### src/rtl/rs_pkg.sv
// Shared GF(2^8) definitions for the Reed-Solomon decoder chain.
// Field polynomial 0x11D, alpha = 0x02, DVB-T RS(204,188) defaults.
package rs_pkg;

  localparam int unsigned GF_W    = 8;
  localparam logic [7:0]  GF_POLY = 8'h1D;

  localparam int unsigned N = 204;
  localparam int unsigned K = 188;
  localparam int unsigned T = 8;

  // Multiply by alpha: shift left, fold x^8 back through the polynomial.
  function automatic logic [7:0] gf_xtime(input logic [7:0] a);
    return {a[6:0], 1'b0} ^ (a[7] ? GF_POLY : 8'h00);
  endfunction

  // alpha^(e mod 255), usable in constant expressions.
  function automatic logic [7:0] gf_alpha_pow(input int unsigned e);
    logic [7:0] p;
    p = 8'h01;
    for (int unsigned k = 0; k < (e % 255); k++) p = gf_xtime(p);
    return p;
  endfunction

endpackage

### src/rtl/rs_syndrome_engine_if.sv
// Byte stream in / syndrome bank out between the framer and key-equation solver.
interface rs_syndrome_engine_if #(
  parameter int unsigned NUM_SYN = 16
);
  logic                   In_Valid;
  logic                   In_Sof;
  logic [7:0]             Msg_Rsv;
  logic                   Out_Valid;
  logic [8*NUM_SYN-1:0]   Syn_Out;
  logic                   Err_Free;
  logic                   Frame_Err;

  modport master (
    output In_Valid, In_Sof, Msg_Rsv,
    input  Out_Valid, Syn_Out, Err_Free, Frame_Err
  );

  modport slave (
    input  In_Valid, In_Sof, Msg_Rsv,
    output Out_Valid, Syn_Out, Err_Free, Frame_Err
  );
endinterface

### src/rtl/gf256_const_mul.sv
// Combinational GF(2^8) multiply by the constant alpha^EXP.
// Column j of the XOR matrix is alpha^(EXP+j), the image of basis element x^j.
module gf256_const_mul
  import rs_pkg::*;
#(
  parameter int unsigned EXP = 0
) (
  input  logic [GF_W-1:0] a,
  output logic [GF_W-1:0] y_c
);

  logic [GF_W-1:0] term [GF_W];

  for (genvar j = 0; j < GF_W; j++) begin : g_col
    localparam logic [GF_W-1:0] COL = gf_alpha_pow(EXP + j);
    assign term[j] = a[j] ? COL : '0;
  end

  always_comb begin
    y_c = '0;
    for (int j = 0; j < GF_W; j++) y_c = y_c ^ term[j];
  end

endmodule

### src/rtl/rs_syndrome_engine.sv
// Framed RS syndrome calculator: Horner accumulation of NUM_SYN syndromes per
// codeword, publishing a held syndrome bank with a one-cycle valid pulse.
module rs_syndrome_engine
  import rs_pkg::*;
#(
  parameter int unsigned NUM_SYN = 2 * T,
  parameter int unsigned CW_LEN  = N,
  parameter int unsigned FCR     = 0
) (
  input  logic                 Clk,
  input  logic                 Reset,
  rs_syndrome_engine_if.slave  bus
);

  localparam int unsigned     CNT_W = (CW_LEN > 1) ? $clog2(CW_LEN) : 1;
  localparam logic [CNT_W-1:0] LAST = CNT_W'(CW_LEN - 1);

  logic [CNT_W-1:0]     cnt;
  logic [GF_W-1:0]      acc   [NUM_SYN];
  logic [GF_W-1:0]      mul_c [NUM_SYN];
  logic [8*NUM_SYN-1:0] step_c;
  logic                 zero_c;
  logic                 idle_c;
  logic                 last_c;

  for (genvar i = 0; i < NUM_SYN; i++) begin : g_mul
    gf256_const_mul #(.EXP(FCR + i)) u_mul (
      .a   (acc[i]),
      .y_c (mul_c[i])
    );
  end

  // Next Horner step for every syndrome; on the last byte this is the result.
  always_comb begin
    step_c = '0;
    for (int i = 0; i < NUM_SYN; i++) step_c[8*i +: 8] = mul_c[i] ^ bus.Msg_Rsv;
    zero_c = (step_c == '0);
    idle_c = (cnt == '0);
    last_c = (cnt == LAST);
  end

  always_ff @(posedge Clk or negedge Reset) begin
    if (!Reset) begin
      cnt           <= '0;
      for (int i = 0; i < NUM_SYN; i++) acc[i] <= '0;
      bus.Out_Valid <= 1'b0;
      bus.Syn_Out   <= '0;
      bus.Err_Free  <= 1'b0;
      bus.Frame_Err <= 1'b0;
    end else begin
      bus.Out_Valid <= 1'b0;
      bus.Frame_Err <= 1'b0;
      if (bus.In_Valid && bus.In_Sof) begin
        // SOF always (re)starts a frame; mid-frame it also flags the abort.
        for (int i = 0; i < NUM_SYN; i++) acc[i] <= bus.Msg_Rsv;
        cnt           <= CNT_W'(1);
        bus.Frame_Err <= !idle_c;
      end else if (bus.In_Valid) begin
        if (idle_c) begin
          bus.Frame_Err <= 1'b1;
        end else if (last_c) begin
          bus.Syn_Out   <= step_c;
          bus.Err_Free  <= zero_c;
          bus.Out_Valid <= 1'b1;
          cnt           <= '0;
        end else begin
          for (int i = 0; i < NUM_SYN; i++) acc[i] <= step_c[8*i +: 8];
          cnt <= cnt + CNT_W'(1);
        end
      end
    end
  end

endmodule

### src/flat_wrapper.sv
// flat-port wrapper written by rule: the top's interface ports become plain ports
module rs_syndrome_engine_flat import rs_pkg::*;
#(
  parameter int unsigned NUM_SYN = 2 * T,
  parameter int unsigned CW_LEN  = N,
  parameter int unsigned FCR     = 0
)
  (Clk, Reset, bus_In_Valid, bus_In_Sof, bus_Msg_Rsv, bus_Out_Valid, bus_Syn_Out, bus_Err_Free, bus_Frame_Err);
  rs_syndrome_engine_if #(.NUM_SYN(NUM_SYN)) bus_i ();
  input  logic Clk;
  input  logic Reset;
  input wire logic [$bits(bus_i.In_Valid)-1:0] bus_In_Valid;
  input wire logic [$bits(bus_i.In_Sof)-1:0] bus_In_Sof;
  input wire logic [$bits(bus_i.Msg_Rsv)-1:0] bus_Msg_Rsv;
  output wire logic [$bits(bus_i.Out_Valid)-1:0] bus_Out_Valid;
  output wire logic [$bits(bus_i.Syn_Out)-1:0] bus_Syn_Out;
  output wire logic [$bits(bus_i.Err_Free)-1:0] bus_Err_Free;
  output wire logic [$bits(bus_i.Frame_Err)-1:0] bus_Frame_Err;
  assign bus_i.In_Valid = bus_In_Valid;
  assign bus_i.In_Sof = bus_In_Sof;
  assign bus_i.Msg_Rsv = bus_Msg_Rsv;
  assign bus_Out_Valid = bus_i.Out_Valid;
  assign bus_Syn_Out = bus_i.Syn_Out;
  assign bus_Err_Free = bus_i.Err_Free;
  assign bus_Frame_Err = bus_i.Frame_Err;
  rs_syndrome_engine #(.NUM_SYN(NUM_SYN), .CW_LEN(CW_LEN), .FCR(FCR)) u_core (.Clk(Clk), .Reset(Reset), .bus(bus_i));
endmodule
### config.mk
export PLATFORM = sky130hd
export DESIGN_NAME = rs_syndrome_engine_flat
export DESIGN_NICKNAME = d
export VERILOG_FILES = /design/src/rtl/rs_pkg.sv /design/src/rtl/rs_syndrome_engine_if.sv /design/src/rtl/gf256_const_mul.sv /design/src/rtl/rs_syndrome_engine.sv /design/src/flat_wrapper.sv
export SDC_FILE = /design/constraint.sdc
export NUM_CORES = 1
export LEC_CHECK = 0
export ABC_AREA = 1
export CAP_MARGIN = 20
export CORE_ASPECT_RATIO = 1.5
export CORE_MARGIN = 5
export CORE_UTILIZATION = 45
export DETAILED_ROUTE_END_ITERATION = 6
export SLEW_MARGIN = 25
export SYNTH_ARGS = -nofsm -noshare
export SYNTH_HDL_FRONTEND = slang
export SYNTH_SLANG_ARGS = --single-unit
export TNS_END_PERCENT = 30
### constraint.sdc
create_clock -name Clk -period 2.39 [get_ports Clk]
set_input_delay 0.478 -clock Clk [delete_from_list [all_inputs] [get_ports Clk]]
set_output_delay 0.478 -clock Clk [all_outputs]
set_load 0.05 [all_outputs]
# After elaboration in Yosys (flattened, before gate mapping)
# Index checks and enable logic that the tools add are counted.
[totals]
latch_bits = 0
ramBits = 0
wordCells = 306
rom_bits = 0
reg_bits = 267
mem_count = 0
input_bits = 12
output_inout_bits = 131
[op_classes]
n_lt_le_gt_ge = 0
n_bitwise = 130
n_div = 0
shift = 0
n_reduce_logical = 8
multipliers = 0
n_mux = 143
eq_ne = 3
n_addsub = 1
[op_table]
columns = ["op", "count"]
rows = [
  ["$mux W128", 4],
  ["$xor A8 B8 Y8", 54],
  ["$mux W8", 46],
  ["$xor A8 B7 Y8", 26],
  ["$mux W7", 28],
  ["$xor A8 B6 Y8", 24],
  ["$mux W6", 27],
  ["$xor A8 B5 Y8", 18],
  ["$logic_not A128 Y1", 1],
  ["$mux W5", 21],
  ["$xor A8 B4 Y8", 3],
  ["$mux W4", 4],
  ["$xor A8 B3 Y8", 2],
  ["$mux W3", 3],
  ["$add A8 B1 Y8 const B", 1],
  ["$eq A8 B8 Y1 const B", 1],
  ["$logic_not A8 Y1", 1],
  ["$mux W1", 8],
  ["$xor A8 B2 Y8", 1],
  ["$mux W2", 2],
  ["$ne A2 B2 Y1 const B", 2],
  ["$reduce_and A4 Y1", 1],
  ["$reduce_and A3 Y1", 1],
  ["$not A1 Y1", 2],
  ["other kinds (4)", 4],
]

# Longest topological paths before layout
# Gate-level depths: netlist of the first run.
[logic_depth]
depth_word = 13
depth_mapped = 14
ltp_nobuf = 14

# Cells and area by module
# From an unflattened synthesis of the first run, not the netlist that was laid out.
[unflattened]
cells_unflattened = 1940
hier_area_um2 = 16199.3
[by_module_without_submodules]
columns = ["module", "area_per_inst_um2", "seq_area_each_um2", "n_inst", "cells_each"]
rows = [
  ["rs_syndrome_engine", 13023.7, 6681.4, 1, 1327],
  ["gf256_const_mul (u_core.g_mul[7].u_mul)", 376.6, 0.0, 1, 89],
  ["gf256_const_mul (u_core.g_mul[12].u_mul)", 242.7, 0.0, 1, 47],
  ["gf256_const_mul (u_core.g_mul[15].u_mul)", 242.7, 0.0, 1, 49],
  ["gf256_const_mul (u_core.g_mul[11].u_mul)", 239.0, 0.0, 1, 47],
  ["gf256_const_mul (u_core.g_mul[5].u_mul)", 234.0, 0.0, 1, 59],
  ["gf256_const_mul (u_core.g_mul[13].u_mul)", 216.5, 0.0, 1, 37],
  ["gf256_const_mul (u_core.g_mul[9].u_mul)", 209.0, 0.0, 1, 32],
  ["gf256_const_mul (u_core.g_mul[14].u_mul)", 205.2, 0.0, 1, 37],
  ["gf256_const_mul (u_core.g_mul[6].u_mul)", 203.9, 0.0, 1, 38],
  ["gf256_const_mul (u_core.g_mul[4].u_mul)", 201.4, 0.0, 1, 36],
  ["gf256_const_mul (u_core.g_mul[8].u_mul)", 190.2, 0.0, 1, 28],
  ["gf256_const_mul (u_core.g_mul[3].u_mul)", 182.7, 0.0, 1, 39],
  ["gf256_const_mul (u_core.g_mul[10].u_mul)", 181.4, 0.0, 1, 30],
  ["+3 rows", "n/a", "n/a", "n/a", "n/a"],
]

# Least setup slack after synthesis of the first run
# No wires, ideal clock.
[synth_timing]
kind = "register to register"
startpoint = "register u_core.cnt[0]"
endpoint = "register u_core.acc[15] (netlist name)"
stages_incl_launch_ff = 11
t_arrival_ns = 1.618
setup_time_ns = 0.132
period_less_slack_ns = 1.750
setup_slack_ns = 0.640
n_path_buf = 1
required_ns = 2.258
path_cell_list = "dfrtp_1 > inv_1 > ha_1 > nor3b_2 > nand4_1 > nand2_2 > nor2_4 > inv_6 > a21oi_4 > buf_2 > a22oi_1"
[synth_via]
elab_chain_len = 3
word_cells_on_any_way = 5
classes_between = "3 x eq/ne; 2 x reduce/logical"
[synth_lines]
columns = ["element", "line", "text"]
rows = [
  ["start: declaration", "rs_syndrome_engine.sv:18", "logic [CNT_W-1:0] cnt;"],
  ["start signal: assignment", "rs_syndrome_engine.sv:68", "cnt <= cnt + CNT_W'(1);"],
  ["$eq A8 B8 Y1 / $logic_not A8 Y1 (equally long branches)", "rs_syndrome_engine.sv:39, rs_syndrome_engine.sv:38", ""],
  ["$ne A2 B2 Y1 (no line)", "n/a", ""],
  ["$reduce_and A3 Y1 (no line) *", "n/a", ""],
  ["end: declaration", "rs_syndrome_engine.sv:19", "logic [GF_W-1:0] acc [NUM_SYN];"],
]
# Mark *: on every way between the ends. The rest lies on a longest branch, timed or not.
# A chain may end at the register's enable or synchronous reset.

# Final worst setup path of the first run
[layout_timing]
startpoint = "register u_core.bus.Syn_Out[5]"
endpoint = "output bus_Syn_Out[5]"
[layout_rtl]
columns = ["element", "line", "text"]
rows = [
  ["start: declaration", "rs_syndrome_engine_if.sv:20", "output Out_Valid, Syn_Out, Err_Free, Frame_Err"],
  ["start signal: assignment", "rs_syndrome_engine.sv:62", "bus.Syn_Out <= step_c;"],
  ["end: declaration", "flat_wrapper.sv:16", "output wire logic [$bits(bus_i.Syn_Out)-1:0] bus_Syn_Out;"],
]
# No word-level cell between the ends.

==> impl_metrics.json, run 1 <==
{
  "first_pass_iters": 6,
  "arrival_ns": 1.82,
  "nFillCells": 3460,
  "crit_path_start": "u_core.bus.Syn_Out[5]",
  "worstSetupPathType": "reg -> out",
  "grt_pass1_wl_um": 88360,
  "start_kind": "flop",
  "finClkSkew_ns": 0.01064,
  "final_common_cell": "nand2_1",
  "initial_core_util_pct": 45.40,
  "crit_family": "buffers and inverters",
  "crit_path_max_fanout": 2,
  "fin_ws_ns": 0.09648,
  "place_congestion": 0.9895,
  "ant_nets": 0,
  "peakVddDrop_v": 0.0007257,
  "grt_pass1_vias": 15989,
  "cts.repair.resized": 0,
  "vias": 16467,
  "cts_buffers": 29,
  "p_leak_nw": 11.17,
  "antenna_found_initial": 0,
  "yosys_warnings": 0,
  "path_cells": "clkdlybuf4s50_1",
  "swShare_pct": 46.21,
  "synth_cell_types": 37,
  "synth_nets": 2353,
  "via_per_inst": 5.303,
  "ctsLongestPathBuffers": 3,
  "clockRootBuffer": "clkbuf_16",
  "fin_setup_tns_ns": 0,
  "synthesis.area_um2": 16270,
  "end_kind": "output pin",
  "multiInputGateArea_um2": 8348,
  "min_path_type": "in -> async",
  "slowest_delay_ns": 0.83,
  "drcViolationCount": 0,
  "htreeDepth": 1,
  "wire_per_inst_um": 18.41,
  "post_cts_buffers": 0,
  "layout.area.seq_um2": 6681,
  "final_max_slew_viol_count": 0,
  "fin_crit_sh_pct": 95.96,
  "track_usage_pct": 28.16,
  "status": "complete, no violations",
  "slowest_stage": "clkdlybuf4s50_1",
  "cts_num_sinks": 267,
  "drive_gt1_share_pct": 10.93,
  "cap_violations": 0,
  "hold_violations": 0,
  "cts_tree": "done",
  "area_delta_synth_final_pct": 27.34,
  "r2r-start": "u_core.acc[15]",
  "clk_latency_ns": 0.57,
  "path_depth": 1,
  "dp_slack_ns": -0.1829,
  "p_comb_share_pct": 58.8,
  "clk_pin_slew_ns": 0.06,
  "syn_inst": 2339,
  "critPathRequiredTime_ns": 1.91,
  "place_hpwl_um": 40430,
  "core_um2": 35840,
  "grt_max_degree": 83,
  "tightest_slew_ns": 0.5351,
  "setup_viol": 0,
  "antennaDiodeCount": 0,
  "finalPower_w": 0.02946,
  "timing.fmax_mhz": 436.0,
  "syn_area_per_cell_um2": 6.957,
  "reg2reg_depth": 13,
  "p_int_w": 0.01584,
  "rows": 85,
  "cellPowerDensity_nw_per_um2": 1421,
  "overflow": 0,
  "seqPwrFrac_pct": 25.5,
  "die-area_um2": 40140,
  "die_h_um": 242.9,
  "port_buffers": 142,
  "layout_common_cells": "nand2_1 (1180), dfrtp_1 (267), buf_4 (179)",
  "die_x_um": 165.3,
  "totalWireLength_um": 57160,
  "slew_headroom_pct": 64.22,
  "rsz0062_at_grt": "false",
  "nets": 2623,
  "clkPwrFrac_pct": 15.7,
  "ys_seq_area_share_pct": 41.06,
  "post-route-min-period_ns": 2.294,
  "ys_seq_elements": 267,
  "crit_buf_inv": 1,
  "drt_iter0_drc": 1205,
  "io_pins": 143,
  "p_sw_w": 0.01361
}
cells in the mapped netlist, drive strengths merged:
cell type  number  share of area [%]
a21oi          16                1.0
a22oi         100                4.6
a2bb2oi        28                1.5
buf            81                2.8
clkbuf         37               0.86
clkinv          2              0.046
dfrtp         267                 41
ha              2               0.15
inv           171                4.0
nand2        1182                 27
nand3         156                4.8
nand3b          7               0.32
nand4           3               0.12
nor2           88                2.2
nor3            3              0.092
nor3b           2               0.12
nor4            1              0.038
o21a            2              0.092
o21ai          57                1.8
o21bai          1              0.046
o22ai           1              0.038
or2             7               0.27
xnor2          63                3.4
xor2           62                3.3
per-stage QoR:
step	instances	instance area, um2	utilization (%)	hold WS (ns)
after CTS	3105	20720	57.82	0.3976
after floorplan	2339	16270	-	0.1824
after global placement	3055	19760	55.14	0.4008
after global routing	3105	20720	57.82	0.4339
after detailed placement	3055	19760	55.14	0.4033
final	3105	20720	57.82	0.3989
metal layers:
layer | part of all wire (%) | vias to the layer above | global-route usage (%)
li1 | - | 7879 | -
met1 | 39 | 7800 | 34.06
met2 | 49 | 595 | 48.15
met3 | 5.5 | 193 | 3.191
met4 | 6.4 | 0 | 15.72
met5 | 0 | - | 0
state kept, by name (all words and copies together), names as in the netlist:
| signal | count |
|---|---|
| u_core.bus.Syn_Out | 128 |
| u_core.cnt | 8 |
| u_core.acc | 128 |
| u_core.bus.Out_Valid | 1 |
| u_core.bus.Frame_Err | 1 |
| u_core.bus.Err_Free | 1 |
cells by family (layout without fill, tap and decap cells):
group           count (synthesis)  in the layout  share of synthesized area, %
simple gates                 1449           1449                         35.29
buf+inv                       291            579                         7.673
flops                         267            267                         41.06
compound gates                205            205                         9.096
xor+xnor                      125            125                         6.728
fa+ha+maj                       2              2                        0.1538
power groups by stage:
stage	combinational, W	clock [W]	sequential, W
after floorplan	0.0106	0	0.00676
after global placement	0.0170	0	0.00748
after detailed placement	0.0172	0	0.00749
after CTS	0.0173	0.00472	0.00744
after global routing	0.0192	0.00490	0.00765
final	0.0173	0.00463	0.00750
area by class of cell:
class | count | area share, %
multi-input cells | 1781 | 40.28
flip-flops and latches | 267 | 32.24
repair buffers | 357 | 16.80
clock buffers | 38 | 3.907
inverters | 173 | 3.206
well taps | 478 | 2.886
clock inverters | 11 | 0.6762
what timing repair did:
| item | in CTS | in global routing |
|---|---|---|
| setup endpoints to repair | 0 | 0 |
| hold endpoints to repair | 34 | 0 |
| hold buffers | 1 | 0 |
final timing paths:
path	to	slack, ns
max	bus_Syn_Out[5]	0.1
max reg2reg	u_core.bus.Err_Free	0.27
max in group asynchronous	u_core.bus.Syn_Out[56]	1.20
min	u_core.acc[16]	0.40
min reg2reg	u_core.bus.Syn_Out[31]	0.47
min in group Clk	u_core.bus.Syn_Out[31]	0.47
Note: power is estimated with default switching activity, not from simulation.
==> run 2: changes to the inputs <==
==> constraint.sdc (replaced) <==
create_clock -name Clk -period 2.8 [get_ports Clk]
set_input_delay 0.56 -clock Clk [delete_from_list [all_inputs] [get_ports Clk]]
set_output_delay 0.56 -clock Clk [all_outputs]
set_load 0.05 [all_outputs]
==> impl_metrics.json, run 2 (synthesized netlist as in run 1, its figures left out) <==
{
  "final_max_slew_viol_count": 0,
  "worstReg2RegEnd": "u_core.acc[16]",
  "tightest_slew_ns": 0.9504,
  "track_usage_pct": 28.11,
  "grt_pass1_wl_um": 88670,
  "vias": 15932,
  "antenna_found_initial": 0,
  "port_buffers": 142,
  "fin_ws_ns": 0.4329,
  "finClkSkew_ns": 0.01061,
  "final_common_cell": "nand2_1",
  "finalPower_w": 0.02343,
  "critPathRequiredTime_ns": 2.24,
  "swShare_pct": 47.72,
  "totalWireLength_um": 56220,
  "hold_depth": 2,
  "reg_top3": "u_core.acc x128, u_core.bus.Syn_Out x128, u_core.cnt x8",
  "fin_crit_sh_pct": 84.54,
  "arrival_ns": 1.81,
  "status": "complete, no violations",
  "p_sw_w": 0.01118,
  "crit_buf_inv": 1,
  "setup_viol": 0,
  "via_per_inst": 5.341,
  "final_util_pct": 55.20,
  "rrSetupSlack_ns": 0.46,
  "dp_slack_ns": 0.03023,
  "overflow": 0,
  "cts_tree": "done",
  "drive_gt1_share_pct": 6.707,
  "reg2reg_depth": 9,
  "r2r-start": "u_core.cnt[0]",
  "area_delta_synth_final_pct": 21.58,
  "core_um2": 35840,
  "die_h_um": 242.9,
  "path_depth": 1,
  "clockRootBuffer": "clkbuf_16",
  "slew_headroom_pct": 36.64,
  "hold_path.startpoint": "u_core.bus.Syn_Out[27]",
  "clkPwrFrac_pct": 18.9,
  "post-route-min-period_ns": 2.367,
  "initial_core_util_pct": 45.40,
  "cts_buffers": 29,
  "seqPwrFrac_pct": 27.3,
  "cts_num_sinks": 267,
  "layout_common_cells": "nand2_1 (1180), dfrtp_1 (267), inv_1 (166)",
  "peakVddDrop_v": 0.0007122,
  "slowest_stage": "clkdlybuf4s50_1",
  "crit_path_max_fanout": 2,
  "place_hpwl_um": 38970,
  "drcViolationCount": 0,
  "min_path_type": "reg -> reg",
  "p_int_w": 0.01225,
  "wl_met1_um": 22050,
  "first_pass_iters": 6,
  "drt_iter0_drc": 1313,
  "die-area_um2": 40140,
  "nets": 2498,
  "top_layer": "met4",
  "cap_violations": 0,
  "holdPathEnd": "u_core.bus.Syn_Out[27]",
  "grt_max_degree": 97,
  "fin_setup_tns_ns": 0,
  "wl_met3_um": 3313,
  "post_cts_buffers": 0,
  "p_leak_nw": 10.58,
  "antennaDiodeCount": 0,
  "worstSetupPathType": "reg -> out",
  "slowest_delay_ns": 0.84,
  "htreeDepth": 1,
  "crit_family": "buffers and inverters",
  "timing.fmax_mhz": 422.5,
  "clk_latency_ns": 0.56,
  "ctsLongestPathBuffers": 3,
  "cts_hold_buf": 1,
  "cts.repair.resized": 0,
  "start_kind": "flop",
  "end_kind": "output pin",
  "wire_per_inst_um": 18.85,
  "rsz0062_at_grt": "false",
  "wl_met2_um": 27580,
  "p_comb_share_pct": 53.8,
  "io_pins": 143,
  "ant_nets": 0,
  "die_x_um": 165.3,
  "grt_pass1_vias": 15892,
  "place_congestion": 0.9579,
  "path_cells": "clkdlybuf4s50_1",
  "hold_violations": 0,
  "rows": 85,
  "clk_pin_slew_ns": 0.06,
  "cellPowerDensity_nw_per_um2": 1184
}
==> run 2: cell types whose count changed in the layout (fill, tap and decap cells not counted), sizes merged <==
cell	delta
buf	-125
bufinv	+5
clkbuf	-4
inv	+1
clkinv	+1
==> run 2: how the worst max path moves through the flow <==
stage                              from             endpoint  slack, ns
finish              u_core.bus.Err_Free         bus_Err_Free       0.43
global route              u_core.cnt[0]       u_core.acc[16]       0.34
CTS                 u_core.bus.Err_Free         bus_Err_Free       0.42
detailed placement       bus_Msg_Rsv[5]  u_core.bus.Err_Free       0.03
global placement         bus_Msg_Rsv[5]  u_core.bus.Err_Free       0.02
floorplan                bus_Msg_Rsv[6]  u_core.bus.Err_Free       1.02
==> run 2: layout make-up <==
class / instances / area (um2)
clock buffers: 34 / 784.5
clock inverters: 18 / 304.0
fillers: 3480 / 16060
inverters: 173 / 664.4
multi-input cells: 1781 / 8348
flip-flops and latches: 267 / 6681
well taps: 478 / 598.1
repair buffers: 232 / 2405
==> run 2: power by group through the flow <==
stage / logic, W / registers, W / clock network [W]
detailed placement: 0.0125 / 0.00640 / 0
floorplan: 0.00906 / 0.00577 / 0
global placement: 0.0123 / 0.00638 / 0
CTS: 0.0125 / 0.00635 / 0.00451
finish: 0.0126 / 0.00640 / 0.00443
global route: 0.0141 / 0.00653 / 0.00466
==> run 2: per-layer routing <==
| layer | vias up | GRT usage [%] |
|---|---|---|
| li1 | 7626 | - |
| met1 | 7521 | 35.08 |
| met2 | 601 | 47.61 |
| met3 | 184 | 3.157 |
| met4 | 0 | 14.25 |
| met5 | - | 0 |
==> run 2: through the flow <==
| step | hold slack [ns] | area [um2] | instances |
|---|---|---|---|
| 3_3_place_gp | 0.4541 | 18690 | 2930 |
| 5_1_grt | 0.4915 | 19790 | 2983 |
| 4_1_cts | 0.4732 | 19790 | 2983 |
| 2_1_floorplan | 0.2644 | 16270 | 2339 |
| 6_report | 0.4669 | 19790 | 2983 |
| 3_5_place_dp | 0.4573 | 18690 | 2930 |
==> run 3: changes to the inputs <==
==> constraint.sdc (replaced) <==
create_clock -name Clk -period 2.25 [get_ports Clk]
set_input_delay 0.45 -clock Clk [delete_from_list [all_inputs] [get_ports Clk]]
set_output_delay 0.45 -clock Clk [all_outputs]
set_load 0.05 [all_outputs]
==> impl_metrics.json, run 3 (synthesized netlist as in run 1, its figures left out) <==
{
  "hold_violations": 0,
  "rsz0062_at_grt": "false",
  "place_hpwl_um": 40890,
  "final_common_cell": "nand2_1",
  "critPathRequiredTime_ns": 1.80,
  "via_per_inst": 5.218,
  "die_h_um": 242.9,
  "timing.fmax_mhz": 454.3,
  "crit_family": "buffers and inverters",
  "finalPower_w": 0.03157,
  "min_path_type": "in -> async",
  "clk_pin_slew_ns": 0.07,
  "slew_headroom_pct": 64.07,
  "core_um2": 35840,
  "drive_gt1_share_pct": 11.68,
  "crit_buf_inv": 1,
  "vias": 16295,
  "cts_buffers": 28,
  "clk_latency_ns": 0.58,
  "wire_per_inst_um": 18.30,
  "drt_iter0_drc": 1130,
  "track_usage_pct": 28.47,
  "area_delta_synth_final_pct": 28.64,
  "worstSetupPathType": "reg -> out",
  "rrSetupSlack_ns": 0.20,
  "antenna_found_initial": 0,
  "end_kind": "output pin",
  "worstReg2RegEnd": "u_core.cnt[0]",
  "clockRootBuffer": "clkbuf_16",
  "cap_violations": 0,
  "start_kind": "flop",
  "grt_pass1_wl_um": 89440,
  "grt_max_degree": 82,
  "peakVddDrop_v": 0.0009374,
  "grt_pass1_vias": 16081,
  "initial_core_util_pct": 45.40,
  "finClkSkew_ns": 0.02028,
  "r2r-start": "u_core.cnt[0]",
  "first_pass_iters": 5,
  "slowest_delay_ns": 0.81,
  "rows": 85,
  "die-area_um2": 40140,
  "totalWireLength_um": 57170,
  "final_cell_area_um2": 20930,
  "ant_nets": 0,
  "post-route-min-period_ns": 2.201,
  "antennaDiodeCount": 0,
  "crit_path_max_fanout": 2,
  "fin_crit_sh_pct": 97.84,
  "place_congestion": 0.9639,
  "drcViolationCount": 0,
  "path_cells": "clkdlybuf4s50_1",
  "p_leak_nw": 11.51,
  "tightest_slew_ns": 0.5390,
  "cellPowerDensity_nw_per_um2": 1508,
  "die_x_um": 165.3,
  "htreeDepth": 1,
  "nets": 2637,
  "arrival_ns": 1.75,
  "final_max_slew_viol_count": 0,
  "overflow": 0,
  "ctsLongestPathBuffers": 3,
  "reg2reg_depth": 9,
  "slowest_stage": "clkdlybuf4s50_1",
  "placed_area_um2": 19930,
  "cts_tree": "done",
  "setup_viol": 0,
  "fin_hold_ws_ns": 0.3440,
  "layout_common_cells": "nand2_1 (1180), dfrtp_1 (267), buf_4 (190)",
  "cts_num_sinks": 267,
  "reg_top3": "u_core.acc x128, u_core.bus.Syn_Out x128, u_core.cnt x8",
  "io_pins": 143,
  "port_buffers": 142,
  "status": "complete, no violations"
}
==> run 3: cell count changes in the layout (fill, tap and decap cells not counted) <==
cell | before | now
buf_4 | 65 | 190
clkdlybuf4s50_1 | 141 | 123
clkinv_2 | 5 | 8
inv_2 | 2 | 3
dlygate4sd2_1 | 0 | 5
clkinvlp_4 | 4 | 3
nor2_2 | 1 | 3
clkbuf_8 | 4 | 5
clkbuf_1 | 1 | 3
inv_1 | 166 | 165
dlymetal6s2s_1 | 0 | 13
bufinv_16 | 8 | 3
nor2_1 | 84 | 82
buf_12 | 24 | 39
==> run 3: metrics by stage <==
stage / setup slack (ns) / util, % / std cells / TNS (ns)
after detailed placement: -0.3467 / 55.59 / 3070 / -0.9685
after global placement: -0.2776 / 55.59 / 3070 / -0.9180
after floorplan: 0.5000 / - / 2339 / 0
final: 0.04871 / 58.41 / 3123 / 0
after global routing: 0.00001488 / 58.41 / 3123 / 0
after CTS: 0.002409 / 58.30 / 3123 / 0
==> run 3: routing by layer <==
| layer | vias up | part of all wire [%] | GRT usage, % |
|---|---|---|---|
| li1 | 7892 | - | - |
| met1 | 7664 | 38 | 34.05 |
| met2 | 557 | 50 | 48.74 |
| met3 | 182 | 6.2 | 4.243 |
| met4 | 0 | 5.8 | 15.15 |
| met5 | - | 0 | 0 |
==> run 3: cell type report <==
| class | count | area, um2 |
|---|---|---|
| Multi-Input combinational cell | 1781 | 8353 |
| Fill cell | 3407 | 14910 |
| Clock inverter | 15 | 161.4 |
| Clock buffer | 37 | 805.8 |
| Inverter | 173 | 664.4 |
| Timing Repair Buffer | 372 | 3670 |
| Sequential cell | 267 | 6681 |
| Tap cell | 478 | 598.1 |
==> run 3: timing repair <==
item                       4_1_cts  5_1_grt
hold endpoints to repair        29        0
setup buffers                    0        0
hold buffers                     1        0
setup endpoints to repair        5       14
resized for setup                5       16
==> run 3: how the worst max path moves through the flow <==
stage	startpoint	slack, ns	depth (start not counted)	endpoint
final	u_core.bus.Syn_Out[7]	0.05	1	bus_Syn_Out[7]
after floorplan	u_core.cnt[0]	0.50	10	u_core.acc[15]
after detailed placement	bus_Msg_Rsv[7]	-0.35	15	u_core.bus.Err_Free
after global placement	bus_Msg_Rsv[7]	-0.28	15	u_core.bus.Err_Free
after CTS	u_core.bus.Syn_Out[60]	0.002	1	bus_Syn_Out[60]
after global routing	u_core.bus.Syn_Out[100]	0.00001	1	bus_Syn_Out[100]
==> run 3: power by group <==
part | internal, W | leakage (nW) | switching (W)
clock | 0.00286 | 0.476 | 0.00210
combinational | 0.00806 | 7.72 | 0.0106
sequential | 0.00607 | 3.32 | 0.00192
total | 0.0170 | 11.5 | 0.0146
==> RTL change: new RTL, settings of run 1 <==
Reset style: synchronous (`Reset`), changed in one clocked block.
--- a/src/rtl/rs_syndrome_engine.sv
+++ b/src/rtl/rs_syndrome_engine.sv
@@ -40,5 +40,5 @@
   end
 
-  always_ff @(posedge Clk or negedge Reset) begin
+  always_ff @(posedge Clk) begin
     if (!Reset) begin
       cnt           <= '0;
Function: differs if Reset is asserted again (counterexample within 4 cycles, from zero or initial values and one cycle with Reset low); with Reset held inactive, the same outputs for 4 cycles.
==> RTL change against run 1 <==
- global-route usage decreased by 0.72 points
- via count decreased by 11%
- wire length decreased by 6.7%
- synthesized area decreased by 5.4%
- clock skew increased by 3.4 ps
- cell area decreased by 2.8%
- setup slack got worse by 12 ps
- first-iteration DRC count decreased by 29%
- sequential cell count unchanged
Power is not compared: it rests on default switching activity, and its combinational part moved more than twofold at a synthesized area within 25%.
==> RTL change: results (changes against run 1) <==
logic_synthesis:
  synth_xor_xnor_area_share_pct: 11.0  # was 6.73%
  ys_seq_area_share_pct: 43.0  # was 41.1%
  synth_area_leaders: "edfxtp_1 25%, dfxtp_1 18%, nand2_1 16%, xnor2_1 6.4%, o21ai_0 5.4%"  # was dfrtp_1 41%, nand2_1 27%, nand3_1 4.8%, a22oi_1 4.6%, inv_1 3.8%
  async_flop_share_pct: 0  # was 100%
  ys.warnings.count: 0  # unchanged
  ys.flop_type: "dfxtp_1"  # was dfrtp_1
  syn-num-nets: 2080  # was 2353
  synthTopCellsByCount: "646 x nand2_1, 201 x inv_1, 174 x nor2_1"  # was 1180 x nand2_1, 267 x dfrtp_1, 166 x inv_1
  synth_compound_area_share_pct: 11.6  # was 9.10%
  synth-edff-count: 128  # was 0
  synth.distinct_cells: 39  # was 37
  syn_avg_cell_area_um2: 7.45  # was 6.96 um2
global_route:
  met3_usage_pct: 3.26  # was 3.19%
  antenna_found_initial: 0  # unchanged
  grt_pass1_wl_um: 81400  # was 88400 um
  use_met1_pct: 30.4  # was 34.1%
  grt_usage_pct: 27.4  # was 28.2%
  grt_pass1_vias: 14500  # was 16000
  grt_max_degree: 93  # was 83
  grt_util_met2_pct: 50.7  # was 48.1%
status:
  status: "finished, final reports clean"  # unchanged
cells_and_area:
  instances_no_fill: 2833  # was 3105
  drive_gt1_share_pct: 14.5  # was 10.9%
  layout.nets: 2400  # was 2623
  n_fill_cell: 3186  # was 3460
worst_setup_path:
  reg2reg_slack_ps: 190  # was 270 ps
  r2r-start: "u_core.acc[3][7]"  # was u_core.acc[15]
  crit_slowest_cell: "clkdlybuf4s50_1"  # unchanged
  cpPeakStageDelay_ps: 840
  rr_endpoint: "u_core.bus.Err_Free"  # unchanged
  cp-endpoint: "bus_Syn_Out[2]"  # was bus_Syn_Out[5]
  cp-startpoint: "u_core.bus.Syn_Out[2]"  # was u_core.bus.Syn_Out[5]
sta:
  maxSlewHeadroom_pct: 45.0  # was 64.2%
  clock_skew_ps: 14.1  # was 10.6 ps
route:
  drt-vias-per-instance: 5.16  # was 5.30
  drtIter0Drc: 852  # was 1205
  dr.pass1.iters: 5  # was 6
  drt-total-wl_um: 53300  # was 57200 um
place:
  hpwl_um: 40500  # was 40400 um
  place_congestion: 0.941  # was 0.990
clocking:
  h-tree-depth: 1  # unchanged
  cts_buffers: 28  # was 29
RTL change: changes by cell type in the layout (fill, tap and decap cells not counted), moves of 67 or more:
cell,delta
a21oi_1,+67
a22oi_1,-100
dfrtp_1,-267
dfxtp_1,+139
edfxtp_1,+128
nand2_1,-536
nor2_1,+89
o21ai_0,+152
RTL change: area by class of cell:
class,instances,area share [%]
clock buffer,31,3.80
multi-input combinational,1480,36.9
clock inverter,21,0.957
timing repair buffer,402,18.9
sequential,267,32.9
tap,425,2.64
inverter,207,3.87
RTL change: layer usage:
| metal | share of wire [%] | vias up | wire [um] |
|---|---|---|---|
| met5 | 0 | - | 0 |
| met4 | 6.3 | 0 | 3360 |
| met3 | 4.6 | 161 | 2440 |
| met2 | 52 | 448 | 27500 |
| met1 | 38 | 6771 | 20000 |
| li1 | - | 7236 | - |
RTL change: logic make-up (layout without fill, tap and decap cells):
group | count (synthesis) | after routing
compound gates | 321 | 321
flops | 267 | 267
simple gates | 963 | 963
buf+inv | 319 | 661
xor+xnor | 194 | 194
fa+ha+maj | 2 | 2
RTL change: what timing repair did:
item,4_1_cts,5_1_grt
endpoints found under the setup margin,9,2
pin swaps,0,0
gates resized for setup,1,1
RTL change: report_power, final:
group          total [uW]  switching [uW]  internal, uW
Combinational        3660            2070          1590
Clock                4570            2020          2560
Sequential           5380             323          5050
Total               13600            4410          9200
RTL change: how the worst min path moves through the flow:
stage | start | end | slack (ps) | cells after the start
floorplan | u_core.cnt[4] | u_core.cnt[4] | 490 | 2
global placement | u_core.bus.Syn_Out[76] | u_core.bus.Syn_Out[76] | 480 | 2
detailed placement | u_core.bus.Syn_Out[30] | u_core.bus.Syn_Out[30] | 480 | 2
CTS | Reset | u_core.cnt[0] | 440 | 4
global route | Reset | u_core.cnt[0] | 500 | 4
finish | Reset | u_core.cnt[0] | 460 | 4
RTL change: metrics by stage:
stage | cell area [um2] | setup WS (ps)
4_1_cts | 20100 | 67.9
3_5_place_dp | 19200 | -329
6_report | 20100 | 84.6
5_1_grt | 20100 | 9.63
3_3_place_gp | 19200 | -355
2_1_floorplan | 15400 | -203
